**src/rtl/btn_evt_pkg.sv**
```systemverilog
// Shared event encoding for the button event scheduler.
package btn_evt_pkg;
    localparam int EV_W = 2;
    localparam logic [EV_W-1:0] EV_PRESS   = 2'b00;
    localparam logic [EV_W-1:0] EV_RELEASE = 2'b01;
    localparam logic [EV_W-1:0] EV_LONG    = 2'b10;
endpackage

```
**src/rtl/button_debounce_ch.sv**
```systemverilog
// One button channel: synchroniser, tick-based debounce and long-press detection.
// Raise pulses are combinational so the scheduler latches them on the same edge pb_state moves.
module button_debounce_ch #(
    parameter int STABLE_TICKS = 16,
    parameter int LONG_TICKS   = 1000
) (
    input  logic clk,
    input  logic rst,
    input  logic pb,
    input  logic tick,
    output logic pb_state,
    output logic raise_press,
    output logic raise_release,
    output logic raise_long
);
    localparam int SW = $clog2(STABLE_TICKS) + 1;
    localparam int HW = $clog2(LONG_TICKS) + 1;
    localparam logic [SW-1:0] STABLE_LAST = SW'(STABLE_TICKS - 1);
    localparam logic [HW-1:0] LONG_LAST   = HW'(LONG_TICKS - 1);

    logic          sync0;
    logic          sync1;
    logic          long_done;
    logic          toggle;
    logic [SW-1:0] stable_cnt;
    logic [HW-1:0] hold_cnt;

    assign toggle        = tick && (sync1 != pb_state) && (stable_cnt == STABLE_LAST);
    assign raise_press   = toggle && !pb_state;
    assign raise_release = toggle && pb_state;
    assign raise_long    = tick && pb_state && !long_done && (hold_cnt == LONG_LAST);

    always_ff @(posedge clk) begin
        if (rst) begin
            sync0      <= 1'b0;
            sync1      <= 1'b0;
            pb_state   <= 1'b0;
            stable_cnt <= '0;
            hold_cnt   <= '0;
            long_done  <= 1'b0;
        end else begin
            sync0 <= ~pb;
            sync1 <= sync0;
            if (tick) begin
                if (sync1 == pb_state) begin
                    stable_cnt <= '0;
                end else if (stable_cnt == STABLE_LAST) begin
                    pb_state   <= ~pb_state;
                    stable_cnt <= '0;
                end else begin
                    stable_cnt <= stable_cnt + 1'b1;
                end
                // Uses the pre-toggle state, so the press tick itself never counts as held.
                if (!pb_state) begin
                    hold_cnt  <= '0;
                    long_done <= 1'b0;
                end else if (!long_done) begin
                    if (hold_cnt == LONG_LAST) begin
                        long_done <= 1'b1;
                    end else begin
                        hold_cnt <= hold_cnt + 1'b1;
                    end
                end
            end
        end
    end
endmodule

```
**src/rtl/button_event_scheduler.sv**
```systemverilog
// Debounced buttons feeding a round-robin arbiter and a small event FIFO.
// Output handshake: an event transfers on every clk edge where ev_valid && ev_ready; ev_btn/ev_type hold while ev_valid && !ev_ready.
module button_event_scheduler
    import btn_evt_pkg::*;
#(
    parameter int N_BTN        = 4,
    parameter int TICK_DIV     = 50000,
    parameter int STABLE_TICKS = 16,
    parameter int LONG_TICKS   = 1000,
    parameter int FIFO_DEPTH   = 4,
    localparam int BTN_W       = (N_BTN > 1) ? $clog2(N_BTN) : 1
) (
    input  logic             clk,
    input  logic             rst,
    input  logic [N_BTN-1:0] pb,
    output logic [N_BTN-1:0] pb_state,
    output logic             ev_valid,
    input  logic             ev_ready,
    output logic [BTN_W-1:0] ev_btn,
    output logic [EV_W-1:0]  ev_type,
    output logic             ev_drop
);
    localparam int TW = $clog2(TICK_DIV) + 1;
    localparam int AW = $clog2(FIFO_DEPTH);
    localparam int CW = BTN_W + 1;
    localparam int EW = BTN_W + EV_W;

    logic [TW-1:0]    div_cnt;
    logic             tick;
    logic [N_BTN-1:0] raise_press, raise_release, raise_long;
    logic [N_BTN-1:0] pend_press, pend_long, pend_release;
    logic [N_BTN-1:0] gnt_press, gnt_long, gnt_release;
    logic [BTN_W-1:0] rr_ptr, gnt_idx;
    logic [CW-1:0]    cand, rr_next;
    logic [EV_W-1:0]  gnt_type;
    logic             found, grant, pop, full, empty;
    logic [AW:0]      wr_ptr, rd_ptr;
    logic [EW-1:0]    fifo_mem [FIFO_DEPTH];
    logic [EW-1:0]    head;

    assign tick = (div_cnt == TW'(TICK_DIV - 1));

    always_ff @(posedge clk) begin
        if (rst) div_cnt <= '0;
        else     div_cnt <= tick ? '0 : div_cnt + 1'b1;
    end

    for (genvar i = 0; i < N_BTN; i++) begin : g_ch
        button_debounce_ch #(
            .STABLE_TICKS(STABLE_TICKS),
            .LONG_TICKS  (LONG_TICKS)
        ) u_ch (
            .clk          (clk),
            .rst          (rst),
            .pb           (pb[i]),
            .tick         (tick),
            .pb_state     (pb_state[i]),
            .raise_press  (raise_press[i]),
            .raise_release(raise_release[i]),
            .raise_long   (raise_long[i])
        );
    end

    // Round-robin scan: first button at or after rr_ptr with anything pending.
    always_comb begin
        found   = 1'b0;
        gnt_idx = '0;
        cand    = '0;
        for (int i = 0; i < N_BTN; i++) begin
            cand = {1'b0, rr_ptr} + CW'(i);
            if (cand >= CW'(N_BTN)) cand = cand - CW'(N_BTN);
            if (!found && (pend_press[cand[BTN_W-1:0]] || pend_long[cand[BTN_W-1:0]] ||
                           pend_release[cand[BTN_W-1:0]])) begin
                found   = 1'b1;
                gnt_idx = cand[BTN_W-1:0];
            end
        end
        rr_next = {1'b0, gnt_idx} + 1'b1;
        if (rr_next == CW'(N_BTN)) rr_next = '0;
    end

    assign empty    = (wr_ptr == rd_ptr);
    assign full     = (wr_ptr[AW] != rd_ptr[AW]) && (wr_ptr[AW-1:0] == rd_ptr[AW-1:0]);
    assign pop      = !empty && ev_ready;
    assign grant    = found && (!full || pop);
    assign ev_valid = !empty;
    assign head     = fifo_mem[rd_ptr[AW-1:0]];
    assign ev_btn   = head[EW-1:EV_W];
    assign ev_type  = head[EV_W-1:0];

    // Press before long before release keeps each button's events in causal order.
    always_comb begin
        gnt_press   = '0;
        gnt_long    = '0;
        gnt_release = '0;
        if (pend_press[gnt_idx])     gnt_type = EV_PRESS;
        else if (pend_long[gnt_idx]) gnt_type = EV_LONG;
        else                         gnt_type = EV_RELEASE;
        if (grant) begin
            case (gnt_type)
                EV_PRESS: gnt_press[gnt_idx]   = 1'b1;
                EV_LONG:  gnt_long[gnt_idx]    = 1'b1;
                default:  gnt_release[gnt_idx] = 1'b1;
            endcase
        end
    end

    // A raise coinciding with a grant of the same bit re-arms it; only a raise onto a held bit drops.
    always_ff @(posedge clk) begin
        if (rst) begin
            pend_press   <= '0;
            pend_long    <= '0;
            pend_release <= '0;
            rr_ptr       <= '0;
            ev_drop      <= 1'b0;
        end else begin
            pend_press   <= (pend_press & ~gnt_press) | raise_press;
            pend_long    <= (pend_long & ~gnt_long) | raise_long;
            pend_release <= (pend_release & ~gnt_release) | raise_release;
            ev_drop      <= |((pend_press & ~gnt_press & raise_press) |
                              (pend_long & ~gnt_long & raise_long) |
                              (pend_release & ~gnt_release & raise_release));
            if (grant) rr_ptr <= rr_next[BTN_W-1:0];
        end
    end

    always_ff @(posedge clk) begin
        if (rst) begin
            wr_ptr <= '0;
            rd_ptr <= '0;
            for (int i = 0; i < FIFO_DEPTH; i++) fifo_mem[i] <= '0;
        end else begin
            if (grant) begin
                fifo_mem[wr_ptr[AW-1:0]] <= {gnt_idx, gnt_type};
                wr_ptr <= wr_ptr + 1'b1;
            end
            if (pop) rd_ptr <= rd_ptr + 1'b1;
        end
    end
endmodule

```
**config.mk**
```make
export PLATFORM = sky130hd
export DESIGN_NAME = button_event_scheduler
export DESIGN_NICKNAME = d
export VERILOG_FILES = /design/src/rtl/btn_evt_pkg.sv /design/src/rtl/button_debounce_ch.sv /design/src/rtl/button_event_scheduler.sv
export SDC_FILE = /design/constraint.sdc
export NUM_CORES = 1
export LEC_CHECK = 0
export CAP_MARGIN = 20
export CORE_MARGIN = 1
export CORE_UTILIZATION = 40
export CTS_CLUSTER_DIAMETER = 200
export DETAILED_ROUTE_END_ITERATION = 7
export HOLD_SLACK_MARGIN = 0.1
export SYNTH_ARGS = -nofsm -noshare
export SYNTH_HDL_FRONTEND = slang
export SYNTH_SLANG_ARGS = --single-unit
```
**constraint.sdc**
```tcl
create_clock -name clk -period 2.2 [get_ports clk]
set_input_delay 0.44 -clock clk [delete_from_list [all_inputs] [get_ports clk]]
set_output_delay 0.44 -clock clk [all_outputs]
set_load 0.01 [all_outputs]
```
; Yosys cells after proc, flatten, opt, wreduce, memory -nomap -nowiden
; Memory sizes are Yosys's and may differ from the RTL's. A register that Yosys moved wholly into a read port is not among the register bits.
; Cells that the tools add are included.
[totals]
elab_cells = 281
ram_bits = 16
n_memories = 1
reg_bits = 118
[mem_list]
columns = name, depth, word_bits, read_ports, rd_clocked_by_memory_dff, write_ports, line
row1 = fifo_mem, 4, 4, 1, 1, 4, button_event_scheduler.sv:38  ; logic [EW-1:0] fifo_mem [FIFO_DEPTH];
[op_classes]
n_eq_ne = 30
muxes = 93
add_sub_neg = 19
bitwise = 26
magnitude_cmp = 10
reduce_logical = 70
[op_table]
columns = op, count
row1 = $mux W11, 12
row2 = $add A11 B1 Y11 const B, 4
row3 = $eq A11 B10 Y1 const B, 4
row4 = $mux W5, 8
row5 = $mux W1, 37
row6 = $logic_and A1 B1 Y1, 35
row7 = $bmux W1 S2, 14
row8 = $mux W2, 14
row9 = $mux W4, 7
row10 = $and A4 B4 Y4, 6
row11 = $reduce_and A3 Y1, 8
row12 = $add A5 B1 Y5 const B, 4
row13 = $eq A5 B4 Y1 const B, 4
row14 = $or A4 B4 Y4, 5
row15 = $add A17 B1 Y17 const B, 1
row16 = $eq A17 B16 Y1 const B, 1
row17 = $ne A2 B2 Y1 const B, 8
row18 = $lt A2 B3 Y1 const B, 5
row19 = $logic_not A1 Y1, 13
row20 = $not A1 Y1, 12
row21 = $not A4 Y4, 3
row22 = $ge A3 B3 Y1 const B, 3
row23 = $logic_or A1 B1 Y1, 9
row24 = $reduce_or A4 Y1, 2
row25 = 15 further kinds, 29

; Logic depth before layout (Yosys ltp)
; Gate-level depths: netlist of the first run.
[logic_depth]
depth_word = 29
depth_mapped = 10
ltp_nobuf = 10

; Modules after synthesis
; From an unflattened synthesis of the first run, not the netlist that was laid out.
[hier_totals]
cells_unflattened = 761
hier_area_um2 = 6916.6
[modules_own_cells]
columns = module, n_inst, cells_each, area_per_inst_um2, seq_area_each_um2
row1 = button_debounce_ch, 4, 120, 1046.0, 400.4
row2 = button_event_scheduler, 1, 281, 2732.6, 1281.2

; Worst setup path before layout of the first run
; OpenSTA, ideal clock, no wires.
[synth_timing]
kind = reg2reg
from = register pend_press[0]
to = register ev_drop
path_slack_ns = -0.208
t_arrival_ns = 2.270
required_time_ns = 2.062
n_path_buf = 0
path_stages_with_launch = 10
path_cell_list = dfxtp_1 nor3_2 o211ai_1 a21oi_4 inv_2 a211o_1 a211oi_2 a311oi_1 nor4_1 a41oi_1
[synth_between]
elab_chain_cells = 27
elab_cells_between_ends = 63
[synth_rtl]
columns = item, line
row1 = from (decl), button_event_scheduler.sv:31  ; logic [N_BTN-1:0] pend_press, pend_long, pend_release;
row2 = from (signal assigned), button_event_scheduler.sv:117  ; pend_press <= (pend_press & ~gnt_press) | raise_press;
row3 = $bmux W1 S2, button_event_scheduler.sv:72  ; if (!found && (pend_press[cand[BTN_W-1:0]] || pend_long[cand[BTN_W-1:0]] ||
row4 = $mux W1 (not written as such), button_event_scheduler.sv:72
row5 = $logic_or A1 B1 Y1 (2 in a row), button_event_scheduler.sv:72
row6 = $mux W1, button_event_scheduler.sv:72
row7 = $logic_not A1 Y1, button_event_scheduler.sv:72
row8 = $logic_and A1 B1 Y1, button_event_scheduler.sv:72
row9 = $mux W1, button_event_scheduler.sv:72
row10 = $logic_not A1 Y1, button_event_scheduler.sv:72
row11 = (+10 left out), n/a
row12 = $mux W4 or $reduce_or A2 Y1 (tied branches), n/a
row13 = $mux W4 (on tied branches), "button_event_scheduler.sv:99, button_event_scheduler.sv:100"
row14 = $not A4 Y4 (tied with other cells), button_event_scheduler.sv:121  ; (pend_long & ~gnt_long & raise_long) |
row15 = $and A4 B4 Y4 (tied with other cells), button_event_scheduler.sv:121
row16 = $and A4 B4 Y4 (on tied branches), "button_event_scheduler.sv:121, button_event_scheduler.sv:120, button_event_scheduler.sv:122"
row17 = $or A4 B4 Y4 or $and A4 B4 Y4 (tied branches), "button_event_scheduler.sv:120, button_event_scheduler.sv:122"
row18 = $or A4 B4 Y4 (*), button_event_scheduler.sv:121
row19 = $reduce_or A4 Y1 (*), button_event_scheduler.sv:120  ; ev_drop <= |((pend_press & ~gnt_press & raise_press) |
row20 = to (signal assigned), button_event_scheduler.sv:120
row21 = to (decl), button_event_scheduler.sv:21  ; output logic ev_drop
; Mark *: on every way between the ends. The rest lies on a longest branch, timed or not. The select of a mux whose other input is x is not followed.
; A chain may end at the register's enable or synchronous reset.

; Worst setup path in the final report of the first run
[layout_timing]
from = register pend_release[1]
to = register ev_drop
[layout_between]
elab_chain_cells = 26
elab_cells_between_ends = 59
[layout_rtl]
columns = item, line
row1 = from (decl), button_event_scheduler.sv:31
row2 = from (signal assigned), button_event_scheduler.sv:119  ; pend_release <= (pend_release & ~gnt_release) | raise_release;
row3 = $bmux W1 S2, button_event_scheduler.sv:73  ; pend_release[cand[BTN_W-1:0]])) begin
row4 = $mux W1 (not written as such), button_event_scheduler.sv:73
row5 = $logic_or A1 B1 Y1, button_event_scheduler.sv:72
row6 = $mux W1, button_event_scheduler.sv:72
row7 = $logic_not A1 Y1, button_event_scheduler.sv:72
row8 = $logic_and A1 B1 Y1, button_event_scheduler.sv:72
row9 = $mux W1, button_event_scheduler.sv:72
row10 = $logic_not A1 Y1, button_event_scheduler.sv:72
row11 = (+10 left out), n/a
row12 = $mux W4 or $reduce_or A2 Y1 (tied branches), n/a
row13 = $mux W4 (on tied branches), "button_event_scheduler.sv:99, button_event_scheduler.sv:100"
row14 = $not A4 Y4 (tied with other cells), button_event_scheduler.sv:121
row15 = $and A4 B4 Y4 (tied with other cells), button_event_scheduler.sv:121
row16 = $and A4 B4 Y4 (on tied branches), "button_event_scheduler.sv:121, button_event_scheduler.sv:120, button_event_scheduler.sv:122"
row17 = $or A4 B4 Y4 or $and A4 B4 Y4 (tied branches), "button_event_scheduler.sv:120, button_event_scheduler.sv:122"
row18 = $or A4 B4 Y4 (*), button_event_scheduler.sv:121
row19 = $reduce_or A4 Y1 (*), button_event_scheduler.sv:120
; Marks and branches as above.

==> results_tabular.tex, run 1 <==
\begin{tabular}{lr}
\hline
Metric & Value \\
\hline
\multicolumn{2}{l}{\textbf{STA}} \\
\quad Worst max-slew margin expressed relative to the limit & 0.701 \\
\quad Post-route worst hold slack & 0.311 ns \\
\quad Skew final & 0.00731 ns \\
\quad Clock period minus final worst setup slack & 2.47 ns \\
\quad Final Cycle Share & 1.12 \\
\quad Max Clock Freq & 404 MHz \\
\quad Final Hold Fails & 0 \\
\quad Max Transition Viols Final & 0 \\
\quad Unrepaired setup endpoints after global routing & yes \\
\quad Final worst setup slack & -0.275 ns \\
\quad Slew at the pin with the worst max-slew slack & 0.444 ns \\
\quad Setup violations, final & 29 \\
\multicolumn{2}{l}{\textbf{Logic synthesis}} \\
\quad Complex-gate fraction of the synthesized area & 0.114 \\
\quad Cell accounting for the most synthesized area & sky130\_fd\_sc\_hd\_\_dfxtp\_1 \\
\quad Total of flip-flops plus latches after synthesis & between 100 and 150 \\
\quad Mean cell area of the mapped netlist & 9.17 um2 \\
\quad Top-area cell type share of the netlist area & 0.384 \\
\quad Gate count after technology mapping & approximately 680 \\
\quad Xor and xnor fraction of the mapped netlist area & 0.0867 \\
\quad Simple logic cell fraction of the synthesized area & 0.258 \\
\quad Number of enable flip-flop cells after synthesis & 16 \\
\quad Cell Area, Synth & 6260 um2 \\
\quad Main area contributors after synthesis & sky130\_fd\_sc\_hd\_\_dfxtp\_1, sky130\_fd\_sc\_hd\_\_edfxtp\_1, sky130\_fd\_sc\_hd\_\_nor2\_1, sky130\_fd\_sc\_hd\_\_xor2\_1, sky130\_fd\_sc\_hd\_\_xnor2\_1 \\
\quad Area share of fa/ha/maj cells after synthesis & 0.0300 \\
\quad Distinct cells, synth & 68 \\
\quad Top flip-flop cell by instance count after synthesis & sky130\_fd\_sc\_hd\_\_dfxtp\_1 \\
\quad Post-synthesis mux area share & 0.0278 \\
\quad Main combinational cell family by area after synthesis & simple AND/OR/NAND/NOR gates \\
\quad Async set-reset flop share out of synthesis & 0 \\
\quad Sequential-to-total area share from yosys stat & 0.460 \\
\quad Synthesis Warnings & 0 \\
\quad Nets in the synthesized netlist & 705 \\
\multicolumn{2}{l}{\textbf{Floorplanning}} \\
\quad Die Wd & 127 um \\
\quad Number of top-level design ports & 17 \\
\quad Vert. Die Dim & 127 um \\
\quad Number of placement rows & 45 \\
\quad Core region area & around 15000 um2 \\
\quad Initial Utilization & 0.410 \\
\quad Die area & 16200 um2 \\
\multicolumn{2}{l}{\textbf{Drt}} \\
\quad Drt drc & 0 \\
\quad Routed length per placed instance & 14.8 um \\
\quad Post-detailed-routing wire length & 15.6 mm \\
\quad ANT nets after route & 0 \\
\quad Total via count in the routed design & 5452 \\
\quad Count of TritonRoute iterations in the first routing pass & 4 \\
\quad Drt via density & 5.16 \\
\quad First DRT Iteration DRCs & 275 \\
\multicolumn{2}{l}{\textbf{Job}} \\
\quad Max-capacitance violation count & 0 \\
\multicolumn{2}{l}{\textbf{Power and ir drop}} \\
\quad Leakage power & 3.41 nW \\
\quad Maximum ir drop on the vdd rail & 518 uV \\
\quad Overall power of the completed layout & 0.00535 W \\
\quad P per Cell Area & 601 nW/um2 \\
\multicolumn{2}{l}{\textbf{Setup path}} \\
\quad Reg2Reg Launch Point & pend\_release[1] \\
\quad Flop2flop setup slack & -0.27 ns \\
\quad Max Fanout on Critical Path & 6 \\
\quad Setup crit end & ev\_drop \\
\quad Crit Reg-Reg Endpoint & ev\_drop \\
\quad Top Family by Delay on Critical Path & compound AO/OA/AOI/OAI gates \\
\quad Critical Path Stages & 9 \\
\quad Crit-path max cell delay & 0.45 ns \\
\quad Type of element capturing the critical path & flop \\
\quad Critical setup path kind & reg2reg \\
\quad Worst EP arrival & approximately 2.8 ns \\
\quad Buffer and inverter count on the worst path & 1 \\
\quad CP Launch Point & pend\_release[1] \\
\quad Crit path max-delay cell type & sky130\_fd\_sc\_hd\_\_or3\_4 \\
\quad Reg2Reg Depth & 9 \\
\quad Data required time of the critical path & 2.49 ns \\
\quad Element type at the critical path start & flop \\
\quad Worst path cell trace & or3\_4 -> o221ai\_4 -> a21oi\_4 -> buf\_4 -> a211oi\_4 -> a2bb2oi\_2 -> a21oi\_1 -> nor4\_1 -> a41oi\_1 \\
\multicolumn{2}{l}{\textbf{Outcome}} \\
\quad Violated checks & negative setup slack \\
\quad Result of the run & complete, but fails checks \\
\multicolumn{2}{l}{\textbf{Clocking}} \\
\quad Clock Root Buffer & sky130\_fd\_sc\_hd\_\_clkbuf\_16 \\
\quad Number of buffers created by CTS & 17 \\
\quad CTS tree & yes \\
\quad Later-pin clock latency in the skew report & approximately 0.42 ns \\
\quad Number of clock sinks seen by CTS & roughly 140 \\
\quad Number of H-tree levels & 4 \\
\quad Max clock buf depth & 2 \\
\quad Clock edge transition at the registers on the reported setup and hold paths & 0.06 ns \\
\quad Hold buffers post-CTS & 0 \\
\multicolumn{2}{l}{\textbf{Layout}} \\
\quad Post-layout net count & 855 \\
\quad Fraction of layout cells with a size suffix above 1 & 0.344 \\
\quad Non-filler instance count after layout & 1057 \\
\quad Area grow syn2layout & 42.1\% \\
\quad Antenna diodes & 0 \\
\quad Final core utilization & 0.583 \\
\multicolumn{2}{l}{\textbf{GRT}} \\
\quad Vias in the first global route & 5397 \\
\quad Met3 track demand over resource in global routing & 0.0490 \\
\quad All-layer global routing usage & 0.199 \\
\quad Routing usage on met1 & 0.235 \\
\quad Met2 layer usage reported by global route & 0.347 \\
\quad Grt peak-use layer & met2 \\
\quad First-pass GRT wire length & 25.3 mm \\
\quad Global-route congestion overflow total & 0 \\
\quad Pin count of the biggest net entering global routing & 38 \\
\quad Antenna violations before repair & 0 \\
\multicolumn{2}{l}{\textbf{Placement}} \\
\quad Port Buf Inserts & 16 \\
\quad Post-detail-place hpwl & 10.5 mm \\
\quad Final RePlAce weighted congestion & 0.867 \\
\quad Placed Instances & 997 \\
\multicolumn{2}{l}{\textbf{Worst hold path}} \\
\quad Type of the tightest min-delay check & in2reg \\
\hline
\end{tabular}
[per-layer routing]
metal | wire length [um] | vias up
met5 | 0 | -
met4 | 231 | 0
li1 | - | 2735
met3 | 505 | 19
met1 | 6930 | 2608
met2 | 7940 | 90
[state kept, by name, indices dropped and copies added (netlist names), 16 cells and up, named ones only]
register,cells
g_ch.u_ch.hold_cnt,44
g_ch.u_ch.stable_cnt,20
div_cnt,17
fifo_mem,16
[power breakdown]
group	internal, W	switching, W	total [W]
registers	0.00253	0.00000982	0.00254
clock network	0.00163	0.00106	0.00269
logic	0.0000518	0.0000678	0.000120
[how the worst min path moves through the flow]
stage	from	to	cells past startpoint
2_1_floorplan	div_cnt[0]	div_cnt[0]	1
3_3_place_gp	g_ch[3].u_ch.sync0	g_ch[3].u_ch.sync1	1
3_5_place_dp	g_ch[2].u_ch.sync0	g_ch[2].u_ch.sync1	1
4_1_cts	rst	rd_ptr[0]	2
5_1_grt	rst	rd_ptr[2]	2
6_report	rst	rd_ptr[0]	2
[synthesized netlist by cell type (5+ instances only)]
cell type,count
sky130_fd_sc_hd__a21oi_1,34
sky130_fd_sc_hd__a22o_1,7
sky130_fd_sc_hd__and2_1,8
sky130_fd_sc_hd__and3_1,15
sky130_fd_sc_hd__clkbuf_1,20
sky130_fd_sc_hd__dfxtp_1,120
sky130_fd_sc_hd__edfxtp_1,16
sky130_fd_sc_hd__ha_1,15
sky130_fd_sc_hd__inv_1,6
sky130_fd_sc_hd__mux2i_1,5
sky130_fd_sc_hd__nand2_1,44
sky130_fd_sc_hd__nand2b_1,8
sky130_fd_sc_hd__nand3_1,40
sky130_fd_sc_hd__nand3b_1,6
sky130_fd_sc_hd__nand4_1,11
sky130_fd_sc_hd__nand4b_1,11
sky130_fd_sc_hd__nor2_1,113
sky130_fd_sc_hd__nor2b_1,9
sky130_fd_sc_hd__nor3_1,12
sky130_fd_sc_hd__nor3b_1,5
sky130_fd_sc_hd__nor4_1,10
sky130_fd_sc_hd__o21ai_0,21
sky130_fd_sc_hd__o31ai_1,5
sky130_fd_sc_hd__or3_1,9
sky130_fd_sc_hd__xnor2_1,26
sky130_fd_sc_hd__xor2_1,36
[timing repair]
action	in CTS	in global routing
setup buffers	18	11
pin swaps	28	36
resized for setup	75	79
endpoints found under the setup margin	54	106
cloned	0	2
[logic make-up after synthesis]
family,count (synthesis)
mux,12
xor+xnor,62
flops,136
compound gates,106
buf+inv,34
simple gates,318
fa+ha+maj,15
[per-stage QoR]
step / setup WS [ns] / instance area [um2] / setup TNS [ns]
6_report: -0.275 / 8900 / -2.68
5_1_grt: -0.420 / 8900 / -7.67
4_1_cts: -0.243 / 8480 / -3.09
3_5_place_dp: -0.397 / 7490 / -6.93
3_3_place_gp: -0.383 / 7490 / -5.47
2_1_floorplan: -0.120 / 6320 / -0.120
[area by class of cell]
type                            instances  area, um2
Inverter                                7       26.3
Tap cell                              211        264
Timing Repair Buffer                  157       1280
Multi-Input combinational cell        514       3860
Sequential cell                       136       2900
Clock inverter                         12        100
Clock buffer                           20        467
Fill cell                            1307       6360
[placed cells by master, fill, tap and decap left out, types with 15 or more instances in the layout]
cell and n:
sky130_fd_sc_hd__a21oi_1 28, sky130_fd_sc_hd__and3_1 15, sky130_fd_sc_hd__buf_4 127, sky130_fd_sc_hd__clkbuf_16 17, sky130_fd_sc_hd__dfxtp_1 109, sky130_fd_sc_hd__edfxtp_1 16
sky130_fd_sc_hd__ha_1 15, sky130_fd_sc_hd__nand2_1 38, sky130_fd_sc_hd__nand3_1 33, sky130_fd_sc_hd__nor2_1 104, sky130_fd_sc_hd__o21ai_0 15, sky130_fd_sc_hd__xnor2_1 23
sky130_fd_sc_hd__xor2_1 36
No activity file was read; power rests on OpenSTA's default activity.
==> run 2, diff against run 1 <==
--- a/config.mk
+++ b/config.mk
@@ -6,6 +6,7 @@
 export NUM_CORES = 1
 export LEC_CHECK = 0
 export CAP_MARGIN = 20
+export CORE_ASPECT_RATIO = 2
 export CORE_MARGIN = 1
 export CORE_UTILIZATION = 40
 export CTS_CLUSTER_DIAMETER = 200
==> run 2 against run 1 <==
- the flow still finishes with violations (negative setup slack)
- hold slack better by 0.13 ns
- utilization is 2.8 points higher
- fmax is 8.1% lower
- combinational power hardly changed
- clock power is 3% lower
- register-to-register slack worse by 0.22 ns
- clock-buffer cell count is 1 lower
- flip-flop and latch count stayed put
- global-route usage is 1.7 points higher
- critical endpoint unchanged
- largest power group unchanged
- highest routed layer unchanged
==> results_tabular.tex, run 2 (synthesized netlist as in run 1, its figures left out) <==
\begin{tabular}{lr}
\hline
Metric & Value \\
\hline
\multicolumn{2}{l}{\textbf{Clocking}} \\
\quad Number of H-tree levels & 4 (unchanged) \\
\quad Number of clock sinks seen by CTS & 136 (unchanged) \\
\quad CTS tree & yes \\
\quad Later-pin clock latency in the skew report & 0.42 ns (about the same) \\
\quad Number of buffers created by CTS & 17 (unchanged) \\
\quad Clock edge transition at the registers on the reported setup and hold paths & 0.06 ns (about the same) \\
\quad Clock Root Buffer & sky130\_fd\_sc\_hd\_\_clkbuf\_16 \\
\quad Max clock buf depth & 2 (unchanged) \\
\multicolumn{2}{l}{\textbf{STA}} \\
\quad Setup total negative slack & -10.52 ns (-7.84 ns) \\
\quad Final Hold Fails & 0 (unchanged) \\
\quad Slew at the pin with the worst max-slew slack & 0.509 ns (+0.0652 ns) \\
\quad Clock period minus final worst setup slack & 2.69 ns (+0.218 ns) \\
\quad Unrepaired setup endpoints after global routing & yes \\
\quad Skew final & 0.0130 ns (+0.00564 ns) \\
\quad Final Cycle Share & 1.22 (+0.0993) \\
\quad Worst max-slew margin expressed relative to the limit & 0.657 (-0.0443) \\
\quad Max Transition Viols Final & 0 (unchanged) \\
\quad Post-route worst hold slack & 0.446 ns (+0.135 ns) \\
\quad Final worst setup slack & -0.493 ns (-0.218 ns) \\
\quad Setup violations, final & 65 (+120\%) \\
\quad Max Clock Freq & 371 MHz (-8.1\%) \\
\multicolumn{2}{l}{\textbf{Outcome}} \\
\quad Result of the run & complete, but fails checks \\
\quad Violated checks & negative setup slack \\
\multicolumn{2}{l}{\textbf{Drt}} \\
\quad First DRT Iteration DRCs & 223 (-19\%) \\
\quad Post-detailed-routing wire length & 17.7 mm (+13\%) \\
\quad Total via count in the routed design & 5745 (+5.4\%) \\
\quad Count of TritonRoute iterations in the first routing pass & 5 (+1) \\
\quad Routed length per placed instance & 16.6 um (+12\%) \\
\quad Drt drc & 0 (unchanged) \\
\quad Drt via density & 5.40 (+4.7\%) \\
\quad ANT nets after route & 0 (unchanged) \\
\multicolumn{2}{l}{\textbf{Floorplanning}} \\
\quad Die Wd & 90.5 um (-29\%) \\
\quad Die area & 16200 um2 (+0.19\%) \\
\quad Core region area & 15300 um2 (+0.24\%) \\
\quad Initial Utilization & 0.410 (-0.000974) \\
\quad Number of top-level design ports & 17 (unchanged) \\
\quad Number of placement rows & 64 (+42\%) \\
\quad Vert. Die Dim & 179 um (+41\%) \\
\multicolumn{2}{l}{\textbf{Layout}} \\
\quad Number of fillers in the final layout & 1218 (-6.8\%) \\
\quad Number of flip-flops in the largest register & 44 (unchanged) \\
\quad Most frequent cells in the layout & sky130\_fd\_sc\_hd\_\_buf\_4, sky130\_fd\_sc\_hd\_\_dfxtp\_1, sky130\_fd\_sc\_hd\_\_nor2\_1 \\
\quad Antenna diodes & 0 (unchanged) \\
\quad Register ranked first by flip-flop count & g\_ch.u\_ch.hold\_cnt \\
\quad Fraction of layout cells with a size suffix above 1 & 0.402 (+0.0579) \\
\quad Leading cell type in the layout, fill and taps excluded & sky130\_fd\_sc\_hd\_\_buf\_4 \\
\quad Post-layout net count & 875 (+2.3\%) \\
\quad Leading registers by flop count & g\_ch.u\_ch.hold\_cnt x44, g\_ch.u\_ch.stable\_cnt x20, div\_cnt x17 \\
\quad Area grow syn2layout & 49.3\% \\
\quad Final Instance Area & 9350 um2 (+5.1\%) \\
\multicolumn{2}{l}{\textbf{Worst hold path}} \\
\quad Type of the tightest min-delay check & reg2reg \\
\quad Hold Path Depth & 1 (-1) \\
\multicolumn{2}{l}{\textbf{GRT}} \\
\quad Antenna violations before repair & 0 (unchanged) \\
\quad Vias in the first global route & 5991 (+11\%) \\
\quad Pin count of the biggest net entering global routing & 35 (-7.9\%) \\
\quad All-layer global routing usage & 0.216 (+0.0168) \\
\quad Global-route congestion overflow total & 0 (unchanged) \\
\quad First-pass GRT wire length & 27.4 mm (+8.4\%) \\
\multicolumn{2}{l}{\textbf{Placement}} \\
\quad Final RePlAce weighted congestion & 0.925 (+6.6\%) \\
\quad Setup Slack @ Placement & -0.606 ns (-0.208 ns) \\
\quad Port Buf Inserts & 16 (unchanged) \\
\quad Post-detail-place hpwl & 11.6 mm (+11\%) \\
\quad Placement Cell Area & 7400 um2 (-1.2\%) \\
\multicolumn{2}{l}{\textbf{Power and ir drop}} \\
\quad Overall power of the completed layout & 0.00525 W (-1.8\%) \\
\quad P per Cell Area & 562 nW/um2 (-6.6\%) \\
\quad Leakage power & 3.63 nW (+6.4\%) \\
\quad Maximum ir drop on the vdd rail & 517 uV (about the same) \\
\multicolumn{2}{l}{\textbf{Setup path}} \\
\quad Worst EP arrival & 2.98 ns (+0.21 ns) \\
\quad Element type at the critical path start & flop \\
\quad Type of element capturing the critical path & flop \\
\quad Critical setup path kind & reg2reg \\
\quad Max Fanout on Critical Path & 5 (-1) \\
\quad Reg2Reg Depth & 11 (+2) \\
\quad Data required time of the critical path & 2.49 ns (about the same) \\
\multicolumn{2}{l}{\textbf{Job}} \\
\quad Max-capacitance violation count & 0 (unchanged) \\
\hline
\end{tabular}
run 2: cell types whose count changed in the layout (fill, tap and decap cells not counted), moves of 5 or more:
cell	delta
sky130_fd_sc_hd__a21oi_1	-5
sky130_fd_sc_hd__a21oi_2	+5
sky130_fd_sc_hd__buf_4	-6
sky130_fd_sc_hd__buf_6	+24
sky130_fd_sc_hd__nand2_1	-7
sky130_fd_sc_hd__nand2_4	+6
sky130_fd_sc_hd__nor2_1	-10
sky130_fd_sc_hd__nor2_4	+7
sky130_fd_sc_hd__o21ai_2	+5
run 2: critical path, stage by stage, from the launching register on:
cell,delay (ns)
sky130_fd_sc_hd__dfxtp_2,0.33
sky130_fd_sc_hd__nor3_4,0.34
sky130_fd_sc_hd__o211ai_1,0.25
sky130_fd_sc_hd__a21oi_4,0.23
sky130_fd_sc_hd__inv_2,0.07
sky130_fd_sc_hd__buf_4,0.15
sky130_fd_sc_hd__a211oi_4,0.41
sky130_fd_sc_hd__nor2_4,0.12
sky130_fd_sc_hd__buf_4,0.16
sky130_fd_sc_hd__o31ai_4,0.19
sky130_fd_sc_hd__o22a_1,0.19
sky130_fd_sc_hd__a41oi_1,0.11
run 2: metal layers:
layer,vias to the layer above,GRT usage,routed length (um)
met5,-,0,0
met4,0,0.171,968
met3,68,0.0420,428
met2,109,0.415,10100
met1,2798,0.192,6190
li1,2770,-,-
run 2: area by class of cell:
type | count | area [um2] | area share
clock inverter | 13 | 96.3 | 0.0103
timing repair buffer | 178 | 1550 | 0.165
clock buffer | 19 | 443 | 0.0474
tap | 198 | 248 | 0.0265
sequential | 136 | 2910 | 0.311
multi-input combinational | 513 | 4080 | 0.437
inverter | 7 | 26.3 | 0.00281
run 2: timing repair:
item	in CTS	in global routing
gates resized for setup	110	131
hold endpoints to repair	0	0
pin swaps	37	62
hold buffers	0	0
setup endpoints to repair	80	84
cloned	0	1
setup buffers	33	30
run 2: final timing paths:
path | slack [ns] | end | from
hold reg to reg | 0.45 | g_ch[0].u_ch.sync1 | g_ch[0].u_ch.sync0
setup reg to reg | -0.49 | ev_drop | pend_release[0]
setup / recovery | -0.49 | ev_drop | pend_release[0]
hold / removal | 0.45 | g_ch[0].u_ch.sync1 | g_ch[0].u_ch.sync0
run 2: stage by stage:
step / utilization / instances
3_3_place_gp: 0.484 / 974
2_1_floorplan: - / 683
3_5_place_dp: 0.484 / 974
6_report: 0.611 / 1064
4_1_cts: 0.564 / 1038
5_1_grt: 0.611 / 1064
run 2: report_power, final:
part / total (W) / switching [W] / internal, W
Combinational: 0.000118 / 0.0000702 / 0.0000478
Sequential: 0.00253 / 0.0000108 / 0.00252
Clock: 0.00260 / 0.00112 / 0.00148
Total: 0.00525 / 0.00120 / 0.00405
==> run 3, diff against run 2 <==
--- a/config.mk
+++ b/config.mk
@@ -5,12 +5,12 @@
 export SDC_FILE = /design/constraint.sdc
 export NUM_CORES = 1
 export LEC_CHECK = 0
-export CAP_MARGIN = 20
 export CORE_ASPECT_RATIO = 2
 export CORE_MARGIN = 1
 export CORE_UTILIZATION = 40
 export CTS_CLUSTER_DIAMETER = 200
 export DETAILED_ROUTE_END_ITERATION = 7
+export GPL_ROUTABILITY_DRIVEN = 0
 export HOLD_SLACK_MARGIN = 0.1
 export SYNTH_ARGS = -nofsm -noshare
 export SYNTH_HDL_FRONTEND = slang
==> run 3 against run 2 <==
- the flow still finishes with violations (negative setup slack)
- fmax is 3.2% higher
- global-route usage is 0.15 points lower
- non-clock buffer count is 19 lower
- sequential share of layout area is 1.4 points higher
- critical path depth is 3 lower
- via count is 0.57% lower
==> results_tabular.tex, run 3 (synthesized netlist as in run 1, its figures left out) <==
\begin{tabular}{lr}
\hline
Metric & Value \\
\hline
\multicolumn{2}{l}{\textbf{Clocking}} \\
\quad Number of H-tree levels & 4 (unchanged) \\
\quad Max clock buf depth & 2 (unchanged) \\
\quad CTS tree & yes \\
\quad Number of clock sinks seen by CTS & 136 (unchanged) \\
\quad Clock Root Buffer & sky130\_fd\_sc\_hd\_\_clkbuf\_16 \\
\quad Later-pin clock latency in the skew report & 0.43 ns (about the same) \\
\quad Hold buffers post-CTS & 0 (unchanged) \\
\quad Clock edge transition at the registers on the reported setup and hold paths & 0.06 ns (about the same) \\
\quad Number of buffers created by CTS & 17 (unchanged) \\
\multicolumn{2}{l}{\textbf{GRT}} \\
\quad First-pass GRT wire length & 27.1 mm (-1.3\%) \\
\quad Antenna violations before repair & 0 (unchanged) \\
\quad Vias in the first global route & 5847 (-2.4\%) \\
\quad Global-route congestion overflow total & 0 (unchanged) \\
\quad All-layer global routing usage & 0.214 (-0.00149) \\
\quad Pin count of the biggest net entering global routing & 33 (-5.7\%) \\
\multicolumn{2}{l}{\textbf{Floorplanning}} \\
\quad Vert. Die Dim & 179 um (unchanged) \\
\quad Number of placement rows & 64 (unchanged) \\
\quad Number of top-level design ports & 17 (unchanged) \\
\quad Initial Utilization & 0.410 (unchanged) \\
\quad Die Wd & 90.5 um (unchanged) \\
\quad Core region area & 15300 um2 (unchanged) \\
\quad Die area & 16200 um2 (unchanged) \\
\multicolumn{2}{l}{\textbf{STA}} \\
\quad Setup total negative slack & -7.10 ns (+3.42 ns) \\
\quad Max Transition Viols Final & 0 (unchanged) \\
\quad Max Clock Freq & 383 MHz (+3.2\%) \\
\quad Final Hold Fails & 0 (unchanged) \\
\quad Clock period minus final worst setup slack & 2.61 ns (-0.0836 ns) \\
\quad Setup violations, final & 53 (-18\%) \\
\quad Skew final & 0.00983 ns (-0.00312 ns) \\
\quad Worst max-slew margin expressed relative to the limit & 0.675 (+0.0184) \\
\quad Final Cycle Share & 1.19 (-0.0380) \\
\quad Final worst setup slack & -0.410 ns (+0.0836 ns) \\
\quad Post-route worst hold slack & 0.373 ns (-0.0735 ns) \\
\quad Unrepaired setup endpoints after global routing & yes \\
\quad Slew at the pin with the worst max-slew slack & 0.482 ns (-0.0272 ns) \\
\multicolumn{2}{l}{\textbf{Power and ir drop}} \\
\quad Sequential power share & 0.451 (-0.032) \\
\quad P per Cell Area & 627 nW/um2 (+12\%) \\
\quad Internal Power & 0.00437 W (+8.0\%) \\
\quad Switching power summed over all nets & 0.00125 W (+3.7\%) \\
\quad Leakage power & 3.45 nW (-5.0\%) \\
\quad Part of the total power dissipated in the clock network & 0.529 (+0.034) \\
\quad Maximum ir drop on the vdd rail & 547 uV (+5.8\%) \\
\quad Overall power of the completed layout & 0.00562 W (+7.0\%) \\
\quad Switching power share of the total & 0.222 (-0.00714) \\
\quad Share of total power in combinational logic & 0.020 (-0.002) \\
\multicolumn{2}{l}{\textbf{Drt}} \\
\quad Total via count in the routed design & 5712 (-0.57\%) \\
\quad First DRT Iteration DRCs & 229 (+2.7\%) \\
\quad Post-detailed-routing wire length & 17.2 mm (-2.9\%) \\
\quad ANT nets after route & 0 (unchanged) \\
\quad Drt via density & 5.46 (+1.1\%) \\
\quad Count of TritonRoute iterations in the first routing pass & 4 (-1) \\
\quad Drt drc & 0 (unchanged) \\
\quad Routed length per placed instance & 16.4 um (-1.2\%) \\
\multicolumn{2}{l}{\textbf{Outcome}} \\
\quad Violated checks & negative setup slack \\
\quad Result of the run & complete, but fails checks \\
\multicolumn{2}{l}{\textbf{Setup path}} \\
\quad Worst EP arrival & 2.90 ns (-0.08 ns) \\
\quad Critical setup path kind & reg2reg \\
\quad Element type at the critical path start & flop \\
\quad Reg2Reg Launch Point & pend\_press[1] \\
\quad Max Fanout on Critical Path & 5 (unchanged) \\
\quad CP Launch Point & pend\_press[1] \\
\quad Crit-path max cell delay & 0.74 ns (+0.33 ns) \\
\quad Crit path max-delay cell type & sky130\_fd\_sc\_hd\_\_or4b\_2 \\
\quad Worst path cell trace & or4b\_2 -> a21oi\_1 -> a22oi\_2 -> o2111ai\_2 -> nand2\_1 -> o21a\_1 -> a221oi\_1 -> a41oi\_1 \\
\quad Buffer and inverter count on the worst path & 0 (-3) \\
\quad Type of element capturing the critical path & flop \\
\quad Data required time of the critical path & 2.49 ns (about the same) \\
\quad Top Family by Delay on Critical Path & compound AO/OA/AOI/OAI gates \\
\multicolumn{2}{l}{\textbf{Layout}} \\
\quad Fraction of layout cells with a size suffix above 1 & 0.348 (-0.0540) \\
\quad Register cell area after layout & 2910 um2 (unchanged) \\
\quad Final Instance Area & 8960 um2 (-4.2\%) \\
\quad Area of the multi-input gates & 3840 um2 (-5.9\%) \\
\quad Most frequent cells in the layout & sky130\_fd\_sc\_hd\_\_buf\_4, sky130\_fd\_sc\_hd\_\_dfxtp\_1, sky130\_fd\_sc\_hd\_\_nor2\_1 \\
\quad Non-filler instance count after layout & 1046 (-1.7\%) \\
\quad Register ranked first by flip-flop count & g\_ch.u\_ch.hold\_cnt \\
\quad Leading cell type in the layout, fill and taps excluded & sky130\_fd\_sc\_hd\_\_buf\_4 \\
\quad Number of fillers in the final layout & 1293 (+6.2\%) \\
\quad Number of flip-flops in the largest register & 44 (unchanged) \\
\quad Area grow syn2layout & 43.1\% \\
\quad Antenna diodes & 0 (unchanged) \\
\quad Leading registers by flop count & g\_ch.u\_ch.hold\_cnt x44, g\_ch.u\_ch.stable\_cnt x20, div\_cnt x17 \\
\quad Post-layout net count & 857 (-2.1\%) \\
\multicolumn{2}{l}{\textbf{Placement}} \\
\quad Port Buf Inserts & 16 (unchanged) \\
\quad Post-detail-place hpwl & 11.2 mm (-3.9\%) \\
\quad Placement Cell Area & 7420 um2 (+0.24\%) \\
\quad Placed Instances & 978 (+0.41\%) \\
\multicolumn{2}{l}{\textbf{Job}} \\
\quad Max-capacitance violation count & 0 (unchanged) \\
\multicolumn{2}{l}{\textbf{Worst hold path}} \\
\quad Start point of the worst min-delay path & rst \\
\quad Type of the tightest min-delay check & in2reg \\
\hline
\end{tabular}
[run 3: changes by cell type in the layout (fill, tap and decap cells not counted), moves of 4 or more]
cell	change
sky130_fd_sc_hd__a21oi_1	+6
sky130_fd_sc_hd__a21oi_2	-7
sky130_fd_sc_hd__buf_6	-21
sky130_fd_sc_hd__nand2_1	+6
sky130_fd_sc_hd__nand2_4	-4
sky130_fd_sc_hd__nand3_1	+5
sky130_fd_sc_hd__nand3_2	-5
sky130_fd_sc_hd__nor2_1	+8
sky130_fd_sc_hd__nor2_4	-7
sky130_fd_sc_hd__o21ai_2	-6
[run 3: final timing paths]
| check | endpoint | slack, ns | cells after the start |
|---|---|---|---|
| setup / recovery | ev_drop | -0.41 | 8 |
| hold / removal | div_cnt[2] | 0.37 | 2 |
| setup reg to reg | ev_drop | -0.41 | 8 |
| hold reg to reg | g_ch[0].u_ch.sync1 | 0.43 | 1 |
[run 3: cell type report]
class	count	share of cell area
multi-input combinational	514	0.429
sequential	136	0.324
timing repair buffer	159	0.147
clock buffer	17	0.0475
tap	198	0.0276
clock inverter	15	0.0211
inverter	7	0.00293
[run 3: power groups by stage]
stage          Combinational (W)  Clock (W)  Sequential, W
6_report                0.000111    0.00298        0.00253
5_1_grt                 0.000122    0.00312        0.00254
4_1_cts                 0.000105    0.00302        0.00254
3_5_place_dp            0.000105          0        0.00259
3_3_place_gp            0.000102          0        0.00259
2_1_floorplan          0.0000608          0        0.00259
[run 3: worst reg2reg max path, cell delays in order (launching register included)]
cell and delay (ns):
sky130_fd_sc_hd__dfxtp_2 0.34, sky130_fd_sc_hd__or4b_2 0.74, sky130_fd_sc_hd__a21oi_1 0.22, sky130_fd_sc_hd__a22oi_2 0.12
sky130_fd_sc_hd__o2111ai_2 0.15, sky130_fd_sc_hd__nand2_1 0.22, sky130_fd_sc_hd__o21a_1 0.27, sky130_fd_sc_hd__a221oi_1 0.28
sky130_fd_sc_hd__a41oi_1 0.14
[run 3: timing repair]
| action | CTS | global route |
|---|---|---|
| pin swaps | 20 | 39 |
| cloned | 1 | 1 |
| resized for setup | 75 | 88 |
| setup buffers | 20 | 16 |
| endpoints found under the setup margin | 66 | 71 |
[run 3: layer usage]
metal | vias to the layer above | GRT usage | wire length, um
li1 | 2734 | - | -
met1 | 2751 | 0.195 | 5930
met2 | 148 | 0.415 | 9750
met3 | 79 | 0.0407 | 525
met4 | 0 | 0.155 | 969
met5 | - | 0 | 0
[run 3: per-stage QoR]
step | util | worst slack (ns)
2_1_floorplan | - | -0.120
3_3_place_gp | 0.485 | -0.401
3_5_place_dp | 0.485 | -0.501
4_1_cts | 0.552 | -0.328
5_1_grt | 0.586 | -0.501
6_report | 0.586 | -0.410
